## config.mk

```make
export PLATFORM = sky130hd
export DESIGN_NAME = mips_seq_ctrl
export DESIGN_NICKNAME = d
export VERILOG_FILES = /design/src/rtl/mips_seq_ctrl_pkg.sv /design/src/rtl/mips_instr_decode.sv /design/src/rtl/mips_seq_ctrl.sv
export SDC_FILE = /design/constraint.sdc
export NUM_CORES = 1
export LEC_CHECK = 0
export ABC_AREA = 1
export CAP_MARGIN = 20
export CORE_MARGIN = 4
export CORE_UTILIZATION = 42
export DETAILED_ROUTE_END_ITERATION = 6
export HOLD_SLACK_MARGIN = 0.02
export PLACE_DENSITY = 0.88
export SLEW_MARGIN = 20
export SYNTH_ARGS = -nofsm -noshare
export SYNTH_HDL_FRONTEND = slang
export SYNTH_SLANG_ARGS = --single-unit
```

## constraint.sdc

```tcl
create_clock -name clk -period 1.25 [get_ports clk]
set_input_delay 0.1875 -clock clk [delete_from_list [all_inputs] [get_ports clk]]
set_output_delay 0.1875 -clock clk [all_outputs]
set_load 0.03 [all_outputs]
```

## src/rtl/mips_seq_ctrl_pkg.sv

```systemverilog
// Shared definitions for the MIPS multi-cycle sequencer: state encodings seen by
// the register file, ALU and PC logic, opcode constants and the LED output register.
package mips_seq_ctrl_pkg;

   typedef enum logic [2:0] {
      STATE_IF     = 3'd0,
      STATE_ID     = 3'd1,
      STATE_RF     = 3'd2,
      STATE_EX     = 3'd3,
      STATE_WB     = 3'd4,
      STATE_OUTPUT = 3'd5,
      STATE_HALT   = 3'd6,
      STATE_IDLE   = 3'd7
   } state_t;

   localparam logic [5:0] OP_RTYPE = 6'h00;
   localparam logic [5:0] OP_ADDI  = 6'h08;
   localparam logic [5:0] OP_BEQ   = 6'h04;
   localparam logic [5:0] OP_HALT  = 6'h3F;

   // Register shown on the LEDs during the OUTPUT/HALT phase.
   localparam logic [4:0] OUTPUT_REG = 5'd4;

endpackage

```

## src/rtl/mips_instr_decode.sv

```systemverilog
// Combinational decode of the latched instruction's opcode into write/branch/halt
// class and the write-back destination register.
module mips_instr_decode
   import mips_seq_ctrl_pkg::*;
(
   input  logic [5:0] opcode,
   input  logic [4:0] rt,
   input  logic [4:0] rd,
   output logic       is_write,
   output logic       is_branch,
   output logic       is_halt,
   output logic [4:0] dest
);

   always_comb begin
      is_write  = 1'b0;
      is_branch = 1'b0;
      is_halt   = 1'b0;
      dest      = '0;
      case (opcode)
         OP_RTYPE: begin
            is_write = 1'b1;
            dest     = rd;
         end
         OP_ADDI: begin
            is_write = 1'b1;
            dest     = rt;
         end
         OP_BEQ:  is_branch = 1'b1;
         OP_HALT: is_halt   = 1'b1;
         default: ;
      endcase
   end

endmodule

```

## src/rtl/mips_seq_ctrl.sv

```systemverilog
// Multi-cycle MIPS sequencer: IF/ID/RF/EX/WB loop plus OUTPUT/HALT phase.
// Define CTRL_PERF_EN to build the retired-instruction counter on instr_count.
module mips_seq_ctrl
   import mips_seq_ctrl_pkg::*;
#(
   parameter int unsigned OUT_CYCLES = 4
)(
   input  logic        clk,
   input  logic        rst,
   input  logic        start,
   input  logic        imem_ready,
   input  logic [31:0] instr,
   input  logic        alu_zero,
   output logic [2:0]  state,
   output logic        imem_req,
   output logic        ir_load,
   output logic [4:0]  rsource,
   output logic [4:0]  rtemp,
   output logic [4:0]  rdestination,
   output logic        result_valid,
   output logic        pc_inc,
   output logic        pc_load,
   output logic        halted,
   output logic [15:0] instr_count
);

   localparam logic [7:0] OUT_LAST = 8'(OUT_CYCLES - 1);

   state_t      cur_state, nxt_state;
   logic [31:0] ir;
   logic        br_flag;
   logic [7:0]  out_cnt;
   logic        dec_write, dec_branch, dec_halt;
   logic [4:0]  dec_dest;
   logic        unused_ir_bits;

   mips_instr_decode u_decode (
      .opcode    (ir[31:26]),
      .rt        (ir[20:16]),
      .rd        (ir[15:11]),
      .is_write  (dec_write),
      .is_branch (dec_branch),
      .is_halt   (dec_halt),
      .dest      (dec_dest)
   );

   assign unused_ir_bits = ^ir[10:0];

   always_ff @(posedge clk) begin
      if (rst) begin
         cur_state <= STATE_IDLE;
         ir        <= '0;
         ir_load   <= 1'b0;
         br_flag   <= 1'b0;
         out_cnt   <= '0;
      end else begin
         cur_state <= nxt_state;
         ir_load   <= (cur_state == STATE_IF) && imem_ready;
         if ((cur_state == STATE_IF) && imem_ready)
            ir <= instr;
         if (cur_state == STATE_EX)
            br_flag <= alu_zero;
         // Held at zero outside OUTPUT so it always starts from 0 on entry.
         if (cur_state == STATE_OUTPUT)
            out_cnt <= out_cnt + 8'd1;
         else
            out_cnt <= '0;
      end
   end

   always_comb begin
      nxt_state    = cur_state;
      imem_req     = 1'b0;
      halted       = 1'b0;
      result_valid = 1'b0;
      pc_inc       = 1'b0;
      pc_load      = 1'b0;
      case (cur_state)
         STATE_IDLE: if (start) nxt_state = STATE_IF;
         STATE_IF: begin
            imem_req = 1'b1;
            if (imem_ready) nxt_state = STATE_ID;
         end
         STATE_ID: nxt_state = dec_halt ? STATE_OUTPUT : STATE_RF;
         STATE_RF: nxt_state = STATE_EX;
         STATE_EX: nxt_state = STATE_WB;
         STATE_WB: begin
            nxt_state    = STATE_IF;
            result_valid = dec_write && (dec_dest != 5'd0);
            pc_load      = dec_branch && br_flag;
            pc_inc       = !dec_halt && !(dec_branch && br_flag);
         end
         STATE_OUTPUT: if (out_cnt == OUT_LAST) nxt_state = STATE_HALT;
         STATE_HALT: begin
            halted = 1'b1;
            if (start) nxt_state = STATE_IF;
         end
         default: nxt_state = STATE_IDLE;
      endcase
   end

   assign state        = cur_state;
   assign rsource      = ir[25:21];
   assign rtemp        = ir[20:16];
   assign rdestination = dec_dest;

`ifdef CTRL_PERF_EN
   logic [15:0] retired_q;

   always_ff @(posedge clk) begin
      if (rst)
         retired_q <= '0;
      else if ((cur_state == STATE_WB) && (nxt_state == STATE_IF))
         retired_q <= retired_q + 16'd1;
   end

   assign instr_count = retired_q;
`else
   assign instr_count = '0;
`endif

endmodule
```

==> impl_metrics.tcl, run 1 <==
set metrics [dict create \
    finalCriticalPeriod_ns 1.74 \
    power_mw 4.05 \
    ys_seq_area_share_pct 37.7 \
    dieArea_sq_um 5410 \
    fin_nets 367 \
    rsz0062_at_grt "true" \
    synth_area_per_cell_sq_um 7.28 \
    cp_cell_sequence "nor2_1 > buf_4 > nand4_1 > nand2_2 > nor2_1 > nand3_1 > nand2_1 > inv_2 > buf_6" \
    die_h_microns 73.6 \
    ys_ff_latch 34 \
    finalNonFillerCells 380 \
    drive_gt1_share_pct 51.2 \
    crit_top_cell "nor2_1" \
    numPortBuffers 49 \
    crit_required_ns 1.06 \
    routed_wirelength_mm 6.84 \
    crit_path_max_incr_delay_ns 0.37 \
    grt_usage_pct 21.8 \
    slew_violations 0 \
    path_class "flip-flop to output port" \
    clkTransAtPathRegs_ns 0.07 \
    numCtsBuffers 5 \
    status "finished, violations left" \
    start_kind "flip-flop" \
    vias_per_cell 5.43 \
    gp_congestion 0.787 \
    hold_end "ir[14]$_SDFFE_PP0P_" \
    power_density_nw_per_um2 1240 \
    max_freq_mhz 574 \
    ys_types 26 \
    min_path_type "flip-flop to flip-flop" \
    layout.area.seq_sq_um 711 \
    syn2layout_area_growth_pct 80.2 \
    regToRegSetupSlack_ns -0.13 \
    grt_max_degree 17 \
    num_rows 23 \
    routedWlPerCell_microns 18.0 \
    drt-pass1-iter-count 4 \
    synth_warnings 0 \
    drtIter0Drc 130 \
    ff2ff_path_depth 9 \
    min_period_over_period_pct 139 \
    h-tree-depth 2 \
    dp_slack_ns -0.128 \
    hold_path_depth 2 \
    max-vdd-ir-drop_mv 1.12 \
    crit_family "simple AND/OR/NAND/NOR gates" \
    hold_viol_final 0 \
    dp_cells 351 \
    start_util_pct 44.2 \
    grt_pass1_wl_mm 9.00 \
    worstPathArrival_ns 1.55 \
    violations "setup timing" \
    skew_ns 0.0108 \
    clock-sinks 34 \
    multi_input_area_sq_um 1260 \
    rr_endpoint "ir[27]$_SDFFE_PP0P_" \
    num_vias 2062 \
    grt_pass1_vias 2000 \
    clkLatencyLatePin_ns 0.30 \
    ant_nets 0 \
    core_sq_um 4090 \
    dp_hpwl_mm 3.47 \
    cp_slowest_cell "dfxtp_4" \
    path_buf_inv 3 \
    synth_area_sq_um 1810 \
    worstSetupEndpointType "output port" \
    root_buffer "clkbuf_8" \
    post-route-drc-count 0 \
    min-delay-start "ir[14]$_SDFFE_PP0P_" \
    syn_inst 248 \
    io_pins 77 \
    num_antenna_cells 0 \
    dieWidth_microns 73.6 \
    utilization_pct 79.6 \
    final.setup.worst_slack_ns -0.491 \
    r2r_start "state[2]$_SDFFE_PP1P_" \
    max_cap_violations 0 \
    timing.hold.ws_ns 0.457 \
    clock_path_buffers 2 \
    nFillCells 236 \
    setup_viol_count_final 35 \
    cts_tree "built" \
    overflow 0 \
    antenna_found_initial 0 \
    p_leak_nw 1.31 \
    cts_hold_buf 0 \
    cp_max_fo 5 \
]
[power breakdown]
group          leakage [nW]  switching, mW  internal, mW
sequential            0.281         0.0847          1.17
combinational         0.961          0.858         0.686
clock                0.0683          0.453         0.800
[cell type report]
type	instances	share of cell area, %
Timing Repair Buffer	95	30.1
Sequential cell	34	21.8
Multi-Input combinational cell	169	38.7
Tap cell	50	1.92
Clock buffer	5	2.12
Inverter	24	3.19
Clock inverter	3	2.12
[per-layer routing]
metal / wire length, microns / track usage (%)
met1: 2360 / 21.5
met2: 3800 / 41.5
met3: 419 / 5.47
met4: 252 / 10.5
met5: 0 / 0
[per-stage QoR]
step / instance area, sq um / setup TNS (ns)
6_report: 3250 / -4.98
5_1_grt: 3250 / -6.83
4_1_cts: 2910 / -2.99
3_5_place_dp: 2400 / -1.80
3_3_place_gp: 2400 / -1.41
2_1_floorplan: 1940 / -0.104
[cells in the mapped netlist (all sizes together)]
cell type	count	share of area (%)
a21oi	29	8.2
nor3	6	1.9
buf	34	14
nand3	27	7.5
nor2	23	6.5
o21a	1	0.42
clkbuf	2	0.42
o21ai	10	2.8
inv	24	5.0
dfxtp	34	38
or2	1	0.35
ha	1	0.69
o21bai	1	0.42
nand2	44	10
conb	1	0.21
nand3b	1	0.42
nand4	9	3.1
[state kept, by name, indices dropped and copies added (netlist names)]
name     cells
br_flag      1
ir          21
ir_load      1
out_cnt      8
state        3
[layout by cell type, fill, tap and decap left out, types with 3 or more instances in the layout]
cell              n
nor2_2            3
nor2_4            8
inv_1            18
nand4_1           9
o21ai_2           5
buf_4            27
buf_6            24
nand2_4          18
dlygate4sd2_1     3
conb_1           16
o21ai_0           3
nor3_4            3
a21oi_2          15
nand3_2           3
nand2_1          15
clkbuf_8          5
buf_12            5
dfxtp_4           6
a21oi_1          12
nand2_2           9
nor2_1           11
clkbuf_2          5
clkdlybuf4s50_1  25
dfxtp_2           6
dfxtp_1          22
nand3_1          22
[cell families (layout without fill, tap and decap cells)]
| group | after synthesis | in the layout | synth area share [%] |
|---|---|---|---|
| AOI/OAI and AO/OA | 41 | 41 | 11.9 |
| adders and majority gates | 1 | 1 | 0.693 |
| buffers and inverters | 60 | 127 | 19.6 |
| DFF | 34 | 34 | 37.7 |
| other | 1 | 16 | 0.208 |
| and+or+nand+nor | 111 | 111 | 29.9 |
[repair_timing]
| item | 4_1_cts | 5_1_grt |
|---|---|---|
| setup endpoints to repair | 26 | 43 |
| endpoints found under the hold margin | 0 | 0 |
| resized for setup | 79 | 90 |
| pin swaps | 21 | 21 |
| cloned | 3 | 1 |
| buffers inserted | 13 | 5 |
[tightest hold or removal path: stages, from the launching register on]
cell and delay, ns:
dfxtp_1 0.30, inv_1 0.06, a21oi_1 0.05
[worst max-delay path by stage]
stage	startpoint	to	slack (ns)	cells after the start
finish	ir[28]$_SDFFE_PP0P_	result_valid	-0.49	9
detailed placement	ir[31]$_SDFFE_PP0P_	result_valid	-0.13	9
global route	ir[27]$_SDFFE_PP0P_	result_valid	-0.58	9
floorplan	ir[27]$_SDFFE_PP0P_	result_valid	-0.1	8
CTS	ir[26]$_SDFFE_PP0P_	result_valid	-0.39	9
global placement	ir[31]$_SDFFE_PP0P_	result_valid	-0.09	9
(Power assumes the default switching activity.)
==> run 2, diff against run 1 <==
CORE_UTILIZATION = 46   (was 42)
PLACE_DENSITY = 0.95   (was 0.88)
SLEW_MARGIN = 25   (was 20)
clock period = 2.2 ns   (was 1.25 ns; I/O delays follow)
==> run 2 against run 1 <==
Effect of this change: the flow now finishes without violations; highest routed layer unchanged; critical endpoint is now halted; largest power group is now registers; cell count down 11%; global-route usage down 3.8 points; die area down 7.8%; first-iteration DRC count is 28% lower.
==> impl_metrics.tcl, run 2 (synthesis gave the netlist of run 1 again) <==
set metrics [dict create \
    utilization_pct 61.4 \
    rsz0062_at_grt "false" \
    vias_per_cell 5.00 \
    worstSetupEndpointType "output port" \
    dp_slack_ns 0.144 \
    io_pins 77 \
    num_antenna_cells 0 \
    setup_viol_count_final 0 \
    min_period_over_period_pct 92.0 \
    max_cap_violations 0 \
    clkTransAtPathRegs_ns 0.07 \
    grt_pass1_vias 1677 \
    core_sq_um 3720 \
    drt-pass1-iter-count 5 \
    numCtsBuffers 5 \
    mostFrequentLayoutCells "nand2_1, clkdlybuf4s50_1, dfxtp_1, a21oi_1, nand3_1" \
    cp_max_fo 7 \
    clock_path_buffers 2 \
    fin_nets 327 \
    crit_required_ns 1.87 \
    num_vias 1691 \
    die_h_microns 70.7 \
    numPortBuffers 49 \
    overflow 0 \
    top_layer "met4" \
    grt_usage_pct 18.0 \
    largest_reg_flops 21 \
    start_kind "flip-flop" \
    slew_violations 0 \
    clkLatencyLatePin_ns 0.29 \
    worstPathArrival_ns 1.69 \
    routed_wirelength_mm 4.40 \
    dieArea_sq_um 4990 \
    path_class "flip-flop to output port" \
    power_mw 1.65 \
    root_buffer "clkbuf_8" \
    layout.area.seq_sq_um 681 \
    met1_length_mm 1.78 \
    status "finished, final reports clean" \
    max_freq_mhz 494 \
    cts_tree "built" \
    p_leak_nw 0.960 \
    route.met3.wl_microns 243 \
    routedWlPerCell_microns 13.0 \
    final.setup.worst_slack_ns 0.176 \
    dp_hpwl_mm 3.31 \
    drive_gt1_share_pct 10.0 \
    nFillCells 325 \
    num_rows 22 \
    start_util_pct 48.6 \
    fin_setup_tns_ns 0 \
    grt_pass1_wl_mm 7.14 \
    hold_viol_final 0 \
    wl_met2_mm 2.18 \
    finalCriticalPeriod_ns 2.02 \
    multi_input_area_sq_um 837 \
    post-route-drc-count 0 \
    power_density_nw_per_um2 723 \
    regMostFlops "ir" \
    syn2layout_area_growth_pct 26.5 \
    h-tree-depth 2 \
    drtIter0Drc 93 \
    grt_max_degree 29 \
    cts_hold_buf 0 \
    dp_cells 330 \
    min_path_type "flip-flop to flip-flop" \
    skew_ns 0.00281 \
    clock-sinks 34 \
    gp_congestion 0.813 \
    finalNonFillerCells 338 \
    ant_nets 0 \
    dieWidth_microns 70.7 \
    max-vdd-ir-drop_mv 0.482 \
    antenna_found_initial 0 \
]
-- run 2: cell count changes in the layout (fill, tap and decap cells not counted), sizes merged --
| cell | before | now |
|---|---|---|
| clkdlybuf4s50 | 25 | 41 |
| clkdlybuf4s15 | 2 | 0 |
| buf | 59 | 7 |
| inv | 23 | 24 |
| dlygate4sd2 | 3 | 7 |
| clkbuf | 11 | 7 |
| clkinvlp | 1 | 0 |
| bufinv | 2 | 0 |
-- run 2: routing by layer --
metal,track usage (%),vias to the layer above
li1,-,847
met2,29.2,54
met1,19.5,770
met3,5.26,20
met5,0,-
met4,14.2,0
-- run 2: cell type report --
type / instances / area share (%)
clock buffer: 7 / 3.78
tap: 48 / 2.63
multi-input combinational: 169 / 36.7
timing repair buffer: 55 / 23.0
clock inverter: 1 / 0.219
sequential: 34 / 29.8
inverter: 24 / 3.95
-- run 2: power by group --
group	internal (mW)	switching (mW)	total [mW]
clock network	0.252	0.220	0.472
logic	0.182	0.309	0.491
registers	0.653	0.0353	0.689
-- run 2: what timing repair did --
item,in CTS,in global routing
resized for setup,9,1
endpoints found under the hold margin,0,0
setup endpoints to repair,7,3
setup buffers,0,0
-- run 2: worst max-delay path, stage by stage (launching register included) --
cell and delay, ns:
dfxtp_1 0.35, buf_4 0.19, inv_1 0.05, nor3_1 0.12, clkdlybuf4s50_1 0.69
-- run 2: worst paths after layout --
kind	from	to	slack [ns]	cells past startpoint
max	state[1]$_SDFFE_PP1P_	halted	0.18	4
min	out_cnt[0]$_SDFF_PP0_	out_cnt[0]$_SDFF_PP0_	0.44	1
max reg2reg	state[0]$_SDFFE_PP1P_	ir[30]$_SDFFE_PP0P_	0.60	7
min reg2reg	out_cnt[0]$_SDFF_PP0_	out_cnt[0]$_SDFF_PP0_	0.44	1
-- run 2: metrics by stage --
stage,hold WS [ns],cell area (sq um)
detailed placement,0.441,2190
global route,0.475,2280
finish,0.445,2280
global placement,0.429,2190
CTS,0.451,2280
floorplan,0.417,1860
